==> src/rtl/cos_job_issuer.sv <==
// cos_job_issuer: queues (x,y) cosine jobs and issues them one at a time to a cosine core
// Ports:
//   clk, rst                 clock, asynchronous active-high reset
//   req_valid/req_x/req_y    job offer; accepted when req_valid && req_ready
//   req_ready                job queue not full
//   core_start               one-cycle start pulse to the core
//   core_x/core_y            operands held from start until completion
//   core_ready/core_result   core completion level and result
//   res_valid/res_data       captured result, held until res_ack
//   res_ack                  downstream consumes the result
//   busy                     FSM not idle or queue non-empty
//   done_count               completed jobs, wrapping
//   res_err                  only with COS_ISSUER_TIMEOUT_EN: result came from the watchdog
// Define COS_ISSUER_TIMEOUT_EN to enable the TIMEOUT_CYCLES watchdog.
module cos_job_issuer #(
    parameter int FIFO_DEPTH     = 4,
    parameter int TIMEOUT_CYCLES = 1023
) (
    input  logic       clk,
    input  logic       rst,
    input  logic       req_valid,
    input  logic [9:0] req_x,
    input  logic [7:0] req_y,
    output logic       req_ready,
    output logic       core_start,
    output logic [9:0] core_x,
    output logic [7:0] core_y,
    input  logic       core_ready,
    input  logic [9:0] core_result,
    output logic       res_valid,
    output logic [9:0] res_data,
    input  logic       res_ack,
    output logic       busy,
    output logic [7:0] done_count
`ifdef COS_ISSUER_TIMEOUT_EN
    ,
    output logic       res_err
`endif
);
    localparam int AW = (FIFO_DEPTH > 1) ? $clog2(FIFO_DEPTH) : 1;
    typedef enum logic [2:0] {IDLE, ISSUE, ARM, WAIT, HOLD} state_t;
    state_t        state_q, state_d;
    logic [17:0]   mem_q [FIFO_DEPTH];
    logic [AW-1:0] wr_ptr_q, wr_ptr_d, rd_ptr_q, rd_ptr_d;
    logic [AW:0]   count_q, count_d;
    logic          core_start_q, core_start_d;
    logic [9:0]    core_x_q, core_x_d;
    logic [7:0]    core_y_q, core_y_d;
    logic          res_valid_q, res_valid_d;
    logic [9:0]    res_data_q, res_data_d;
    logic [7:0]    done_count_q, done_count_d;
    logic          push, pop;
`ifdef COS_ISSUER_TIMEOUT_EN
    logic [15:0]   tmo_q, tmo_d;
    logic          res_err_q, res_err_d;
    logic          tmo_hit;
`else
    logic          tmo_unused;
    assign tmo_unused = |TIMEOUT_CYCLES;
`endif

    assign req_ready  = count_q != (AW+1)'(FIFO_DEPTH);
    assign busy       = (state_q != IDLE) || (count_q != '0);
    assign core_start = core_start_q;
    assign core_x     = core_x_q;
    assign core_y     = core_y_q;
    assign res_valid  = res_valid_q;
    assign res_data   = res_data_q;
    assign done_count = done_count_q;
`ifdef COS_ISSUER_TIMEOUT_EN
    assign res_err    = res_err_q;
`endif

    always_comb begin
        push         = req_valid && req_ready;
        // count_q is registered, so a job written this cycle is only visible to IDLE next cycle
        pop          = (state_q == IDLE) && (count_q != '0);
        wr_ptr_d     = push ? wr_ptr_q + AW'(1) : wr_ptr_q;
        rd_ptr_d     = pop ? rd_ptr_q + AW'(1) : rd_ptr_q;
        count_d      = count_q + (AW+1)'(push) - (AW+1)'(pop);
        state_d      = state_q;
        core_start_d = 1'b0;
        core_x_d     = core_x_q;
        core_y_d     = core_y_q;
        res_valid_d  = res_valid_q;
        res_data_d   = res_data_q;
        done_count_d = done_count_q;
`ifdef COS_ISSUER_TIMEOUT_EN
        res_err_d    = res_err_q;
        tmo_d        = (state_q == ARM || state_q == WAIT) ? tmo_q + 16'd1 : 16'd0;
        tmo_hit      = (state_q == ARM || state_q == WAIT) && (tmo_q == 16'(TIMEOUT_CYCLES - 1));
`endif
        case (state_q)
            IDLE: begin
                if (pop) begin
                    {core_x_d, core_y_d} = mem_q[rd_ptr_q];
                    core_start_d         = 1'b1;
                    state_d              = ISSUE;
                end
            end
            ISSUE: state_d = ARM;
            // ready still high from the previous job must drop before a completion counts
            ARM: state_d = core_ready ? ARM : WAIT;
            WAIT: begin
                if (core_ready) begin
                    res_data_d   = core_result;
                    res_valid_d  = 1'b1;
                    done_count_d = done_count_q + 8'd1;
                    state_d      = HOLD;
                end
            end
            HOLD: begin
                if (res_ack) begin
                    res_valid_d = 1'b0;
`ifdef COS_ISSUER_TIMEOUT_EN
                    res_err_d   = 1'b0;
`endif
                    state_d     = IDLE;
                end
            end
            default: state_d = IDLE;
        endcase
`ifdef COS_ISSUER_TIMEOUT_EN
        // a genuine completion in the same cycle wins over the watchdog
        if (tmo_hit && state_d != HOLD) begin
            res_data_d  = 10'h3FF;
            res_valid_d = 1'b1;
            res_err_d   = 1'b1;
            state_d     = HOLD;
        end
`endif
    end

    always_ff @(posedge clk) begin
        if (push) mem_q[wr_ptr_q] <= {req_x, req_y};
    end

    always_ff @(posedge clk or posedge rst) begin
        if (rst) begin
            state_q      <= IDLE;
            wr_ptr_q     <= '0;
            rd_ptr_q     <= '0;
            count_q      <= '0;
            core_start_q <= 1'b0;
            core_x_q     <= '0;
            core_y_q     <= '0;
            res_valid_q  <= 1'b0;
            res_data_q   <= '0;
            done_count_q <= '0;
`ifdef COS_ISSUER_TIMEOUT_EN
            tmo_q        <= '0;
            res_err_q    <= 1'b0;
`endif
        end else begin
            state_q      <= state_d;
            wr_ptr_q     <= wr_ptr_d;
            rd_ptr_q     <= rd_ptr_d;
            count_q      <= count_d;
            core_start_q <= core_start_d;
            core_x_q     <= core_x_d;
            core_y_q     <= core_y_d;
            res_valid_q  <= res_valid_d;
            res_data_q   <= res_data_d;
            done_count_q <= done_count_d;
`ifdef COS_ISSUER_TIMEOUT_EN
            tmo_q        <= tmo_d;
            res_err_q    <= res_err_d;
`endif
        end
    end
endmodule

==> config.mk <==
export PLATFORM = sky130hd
export DESIGN_NAME = cos_job_issuer
export DESIGN_NICKNAME = d
export VERILOG_FILES = /design/src/rtl/cos_job_issuer.sv
export SDC_FILE = /design/constraint.sdc
export NUM_CORES = 1
export LEC_CHECK = 0
export BUFFER_PORTS_ARGS = -buffer_cell sky130_fd_sc_hd__buf_2
export CORE_MARGIN = 10
export CORE_UTILIZATION = 50
export DETAILED_ROUTE_END_ITERATION = 16
export PLACE_DENSITY = 0.72
export SLEW_MARGIN = 20
export SYNTH_ARGS = -nofsm -noshare
export SYNTH_HDL_FRONTEND = slang
export SYNTH_SLANG_ARGS = --single-unit
==> constraint.sdc <==
create_clock -name clk -period 2.7 [get_ports clk]
set_input_delay 0 -clock clk [delete_from_list [all_inputs] [get_ports clk]]
set_output_delay 0 -clock clk [all_outputs]
set_load 0.05 [all_outputs]
* Word level (Yosys, flattened, before mapping)
Memory sizes are Yosys's and may differ from the RTL's. A register that Yosys moved wholly into a read port is not among the register bits.
Index checks and enable logic that the tools add are counted.
** Storage, ports and cells
- Bits in latches :: 0
- Memory bits (read-only) :: 0
- Bits of input ports :: 33
- Flip-flop bits (word level) :: 30
- Memory bits (writable) :: 72
- Memories kept :: 1
** Cells by class
- Muxes and demuxes :: 12
- Multiply operators :: 0
- Div/mod/pow operators :: 0
- Bitwise gates (word level) :: 0
- Equal/unequal tests :: 8
- Order comparisons :: 0
- Reductions and logical operators :: 11
- Add/subtract/negate cells :: 5
- Shifts and indexed selects :: 0
** Memory list
- mem_q :: depth 4, width 18, rd ports 1, clocked after memory_dff 1, wr ports 1, RTL line 43 : logic [17:0] mem_q [FIFO_DEPTH];
** Operators with widths (number)
- $pmux W3 S5 :: 1
- $mux W3 :: 3
- $add A8 B1 Y8 const B :: 1
- $mux W1 :: 7
- $eq A3 B2 Y1 const B :: 2
- $ne A2 B2 Y1 const B :: 3
- $reduce_and A3 Y1 :: 2
- $reduce_bool A3 Y1 :: 2
- $add A2 B1 Y2 const B :: 2
- $reduce_and A2 Y1 :: 2
- $add A3 B1 Y3 :: 1
- $eq A3 B1 Y1 const B :: 1
- $eq A3 B3 Y1 const B :: 1
- $logic_not A3 Y1 :: 1
- $ne A3 B3 Y1 const B :: 1
- $sub A3 B1 Y3 :: 1
- $logic_and A1 B1 Y1 :: 2
- $pmux W1 S2 :: 1
- $reduce_bool A2 Y1 :: 1
- $logic_or A1 B1 Y1 :: 1

* Longest topological paths before layout
- Depth in word-level cells :: 4
- Mapped depth :: 11
- Mapped depth without buffers :: 10

* Worst setup path after synthesis
Ideal clock, no wire load.
- Path type :: flip-flop to flip-flop
- Start point :: reg count_q[1]
- End point :: reg count_q[2]
- Arrival time :: 2.386 ns
- Path slack :: 0.191 ns
- Setup time :: 0.123 ns
- Stages on the path, launching flop included :: 11
- Data required time :: 2.577 ns
- Period minus slack after synthesis :: 2.509 ns
- Cells stage by stage :: dfrtp_1 -> or3b_1 -> clkbuf_1 -> nand2_2 -> ha_1 -> inv_1 -> ha_1 -> inv_1 -> fa_1 -> xnor2_1 -> xnor2_1
** On the way
- Word-level cells in the longest chain between the ends :: 4
- Elaborated cells between the ends (all ways) :: 6
- Those cells by class :: 2 x add/sub; 1 x eq/ne; 3 x reduce/logical
** Ends and longest elaborated chain
- start, declared :: RTL line 45 : logic [AW:0] count_q, count_d;
- start signal, assigned :: RTL line 158 : count_q <= count_d;
- $ne A3 B3 Y1 :: RTL line 62 : assign req_ready = count_q != (AW+1)'(FIFO_DEPTH);
- via req_ready :: RTL line 24 : output logic req_ready,
- $logic_and A1 B1 Y1 :: RTL line 75 : push = req_valid && req_ready;
- $add A3 B1 Y3 :: RTL line 80 : count_d = count_q + (AW+1)'(push) - (AW+1)'(pop);
- $sub A3 B1 Y3 :: RTL line 80
- via count_d[2] :: RTL line 45
The timed path passes the listed nets, and every way through them passes these cells.
A chain may end at the register's enable or synchronous reset.

* Worst setup path after layout
- Start point :: reg count_q[1]
- End point :: reg count_q[2]
** On the way
- Word-level cells in the longest chain between the ends :: 4
- Elaborated cells between the ends (all ways) :: 6
- Those cells by class :: 2 x add/sub; 1 x eq/ne; 3 x reduce/logical
** Ends and longest elaborated chain (RTL line)
- $ne A3 B3 Y1 :: 62
- $logic_and A1 B1 Y1 :: 75
- $add A3 B1 Y3 :: 80
- $sub A3 B1 Y3 (*) :: 80
- via count_d[2] :: 45
The timed path passes the listed nets; every way through them passes the cells marked *.

==> impl_metrics.csv <==
group,metric,value,unit
floorplan,floorplan.initialDensity,51.1,%
placement,dp_hpwl,5380,µm
clock_network,cts-root-buf,"sky130_fd_sc_hd__clkbuf_8",
synth,ys_types,31,
critical_path,timing.critical_path.to_type,"register",
detailed_routing,detail_route.first_pass.iterations,4,
timing,grt_setup_unrepaired,"no",
finish,syn2layout_area_growth,28.9,%
critical_path,cp.required,3.09,ns
detailed_routing,met2RoutedLength,4310,µm
detailed_routing,routed_wire_length_per_instance,17.9,µm
grt,grt_max_degree,49,
floorplan,die-width,117,µm
clock_network,cts.path.max_buffers,2,
placement,place_inst,414,
detailed_routing,routed_via_density,5.13,
detailed_routing,wl_met3,562,µm
detailed_routing,initialDrtViolationCount,117,
finish,post-route-cell-area,0.00606,mm²
detailed_routing,drt-met1-wl,3640,µm
pwr,cellPowerDensity,1300,mW/mm²
timing,period_needed,2.28,ns
critical_path,timing_worst_setup_path_type,"reg -> reg",
synth,synthesis.yosys.warnings,0,
floorplan,die-height,117,µm
critical_path,r2r_setup_slk,0.42,ns
run_status,run_status,"completed",
timing,worstMarginPinSlew,0.991,ns
critical_path,crit_path_start,"count_q[1]",
grt,global_route.overflow_total,0,
finish,final_cell_count_no_fill,479,
hold_path,hold_path.class,"in -> async",
synth,yosys_most_used_dff,"sky130_fd_sc_hd__edfxtp_1",
synth,synthesis.instances,236,
clock_network,tritoncts_num_sinks,120,
synth,syn-mean-instance-area,19.9,µm²
critical_path,worst-path-max-fanout,6,
timing,setup-tns-final,0,ns
critical_path,crit_path_arrival_time,2.67,ns
detailed_routing,vias,2456,
synth,synth_top_cell_area_share,46.0,%
floorplan,placementRows,35,
timing,timing.final.crit_share,84.4,%
timing,slew_violations,0,
clock_network,clkSlewWorstSetupHoldPaths,0.06,ns
floorplan,design.core.area,0.00920,mm²
critical_path,worstSetupEndpoint,"count_q[2]",
timing,hold_viol_final,0,
clock_network,tritoncts,"yes",
placement,portBuffers,72,
critical_path,reg_to_reg_critical_path_endpoint,"count_q[2]",
critical_path,cp-start-kind,"register",
grt,first_global_vias,2692,
floorplan,die_area,0.0137,mm²
clock_network,clk-insertion-delay-late,0.50,ns
pwr,leakagePower,2.50,nW
grt,grt_pass1_wl,14100,µm
placement,post_dp_cell_area,0.00515,mm²
detailed_routing,route.final.wire_length,8590,µm
synth,netlist_top_cells_area,"sky130_fd_sc_hd__edfxtp_1, sky130_fd_sc_hd__dfrtp_1, sky130_fd_sc_hd__mux4_2, sky130_fd_sc_hd__mux2_4, sky130_fd_sc_hd__mux2_1",
timing,final_critical_path_setup_slack,0.422,ns
timing,skew,0.00606,ns
critical_path,worst_r2r_startpoint,"count_q[1]",
placement,place.gp.congestion,0.669,
finish,nets,396,
critical_path,rr_worst_depth,9,
timing,max_freq,439,MHz
finish,layout.core_utilization,65.9,%
timing,slew_headroom,34.0,%
placement,pre_cts_ws,0.418,ns
synth,mappedNetlistNets,277,
detailed_routing,drcViolationCount,0,
finish,layout-drive-gt1-share,40.8,%
floorplan,io-pin-count,73,
synth,postSynth.asyncResetShare,40.0,%
finish,layout_common_cells,"sky130_fd_sc_hd__buf_2, sky130_fd_sc_hd__edfxtp_1, sky130_fd_sc_hd__dfrtp_1",
pwr,vdd_drop_max,788,µV
grt,grt_antenna_before_repair,0,
synth,synth_area,0.00470,mm²
clock_network,clock_tree.htree_level_count,4,
clock_network,cts_repair_resizes,0,
clock_network,cts_buffers,17,
run,max_cap_violation_count,0,
grt,groute.usage.overall,13.7,%
timing,setup_viol,0,
synth,synth_seq_area_share,71.5,%
finish,diodes,0,
detailed_routing,routed_antenna_nets,0,
synth,synth_area_leader_cell,"sky130_fd_sc_hd__edfxtp_1",
synth,synth_enable_flop_cells,72,
detailed_routing,top_layer,"met4",
synth,synth-seq-cells,120,
cell type report:
class	instances	area (µm²)
clock buffers	17	414
flip-flops and latches	120	3360
clock inverters	15	164
well taps	111	139
inverters	8	31.3
fillers	658	3140
repair buffers	109	721
multi-input cells	99	1230
synthesized netlist by cell type, types with 3 or more instances:
library cell and number:
sky130_fd_sc_hd__nand2_1 3, sky130_fd_sc_hd__nand3_1 3, sky130_fd_sc_hd__edfxtp_1 72, sky130_fd_sc_hd__xnor2_1 11, sky130_fd_sc_hd__inv_1 8, sky130_fd_sc_hd__ha_1 7, sky130_fd_sc_hd__buf_6 6, sky130_fd_sc_hd__mux2_1 10
sky130_fd_sc_hd__dfrtp_1 48, sky130_fd_sc_hd__mux4_2 18, sky130_fd_sc_hd__mux2_4 20, sky130_fd_sc_hd__and3_1 6, sky130_fd_sc_hd__nor2_1 3
metrics by stage:
step / total power [mW] / hold WS [ns]
after floorplan: 5.15 / 0.0989
after global placement: 5.69 / 0.212
after detailed placement: 5.77 / 0.218
after CTS: 8.01 / 0.218
after global routing: 8.32 / 0.233
final: 7.90 / 0.214
report_power, final:
group          switching (mW)  leakage [nW]  internal [mW]  total, mW
Clock                   0.848         0.270           1.33       2.18
Sequential              0.289          1.24           2.54       2.83
Combinational            1.76         0.997           1.13       2.89
cells by family after synthesis:
group	after synthesis	synth area share, %
and+or+nand+nor	28	3.67
xor gates and xnor gates	12	2.24
DFF	120	71.5
adders and majority gates	8	2.29
muxes	48	17.4
buffers and inverters	17	2.37
AOI/OAI and AO/OA	3	0.479
worst max-delay path, cell delays in order, from the launching register on:
cell                      delay [ns]
sky130_fd_sc_hd__dfrtp_1        0.43
sky130_fd_sc_hd__or3b_1         0.48
sky130_fd_sc_hd__nand2_2        0.14
sky130_fd_sc_hd__ha_1           0.23
sky130_fd_sc_hd__inv_1          0.05
sky130_fd_sc_hd__ha_1           0.13
sky130_fd_sc_hd__inv_1          0.04
sky130_fd_sc_hd__fa_1           0.38
sky130_fd_sc_hd__xnor2_1        0.15
sky130_fd_sc_hd__xnor2_1        0.13
flip-flops by register name, summed over array words and instances (netlist names):
name,cells
core_start,1
core_x,10
core_y,8
count_q,3
done_count,8
mem_q,72
rd_ptr_q,2
res_data,10
res_valid,1
state_q,3
wr_ptr_q,2
how the worst min path moves through the flow:
stage	start	endpoint	cells past startpoint
2_1_floorplan	req_y[0]	mem_q[0][0]	0
3_3_place_gp	req_y[1]	mem_q[2][1]	1
3_5_place_dp	req_x[5]	mem_q[3][13]	1
4_1_cts	req_x[6]	mem_q[0][14]	2
5_1_grt	req_x[6]	mem_q[2][14]	2
6_report	rst	res_data[4]	3
metal layers:
metal	vias to the layer above	GRT usage (%)
met5	-	0
met4	0	5.27
met3	11	4.74
met2	66	21.9
met1	1238	16.9
li1	1141	-
what timing repair did:
item,4_1_cts,5_1_grt
endpoints found under the hold margin,136,0
hold buffers,33,0
buffers inserted,0,0
No activity file was read; power rests on OpenSTA's default activity.
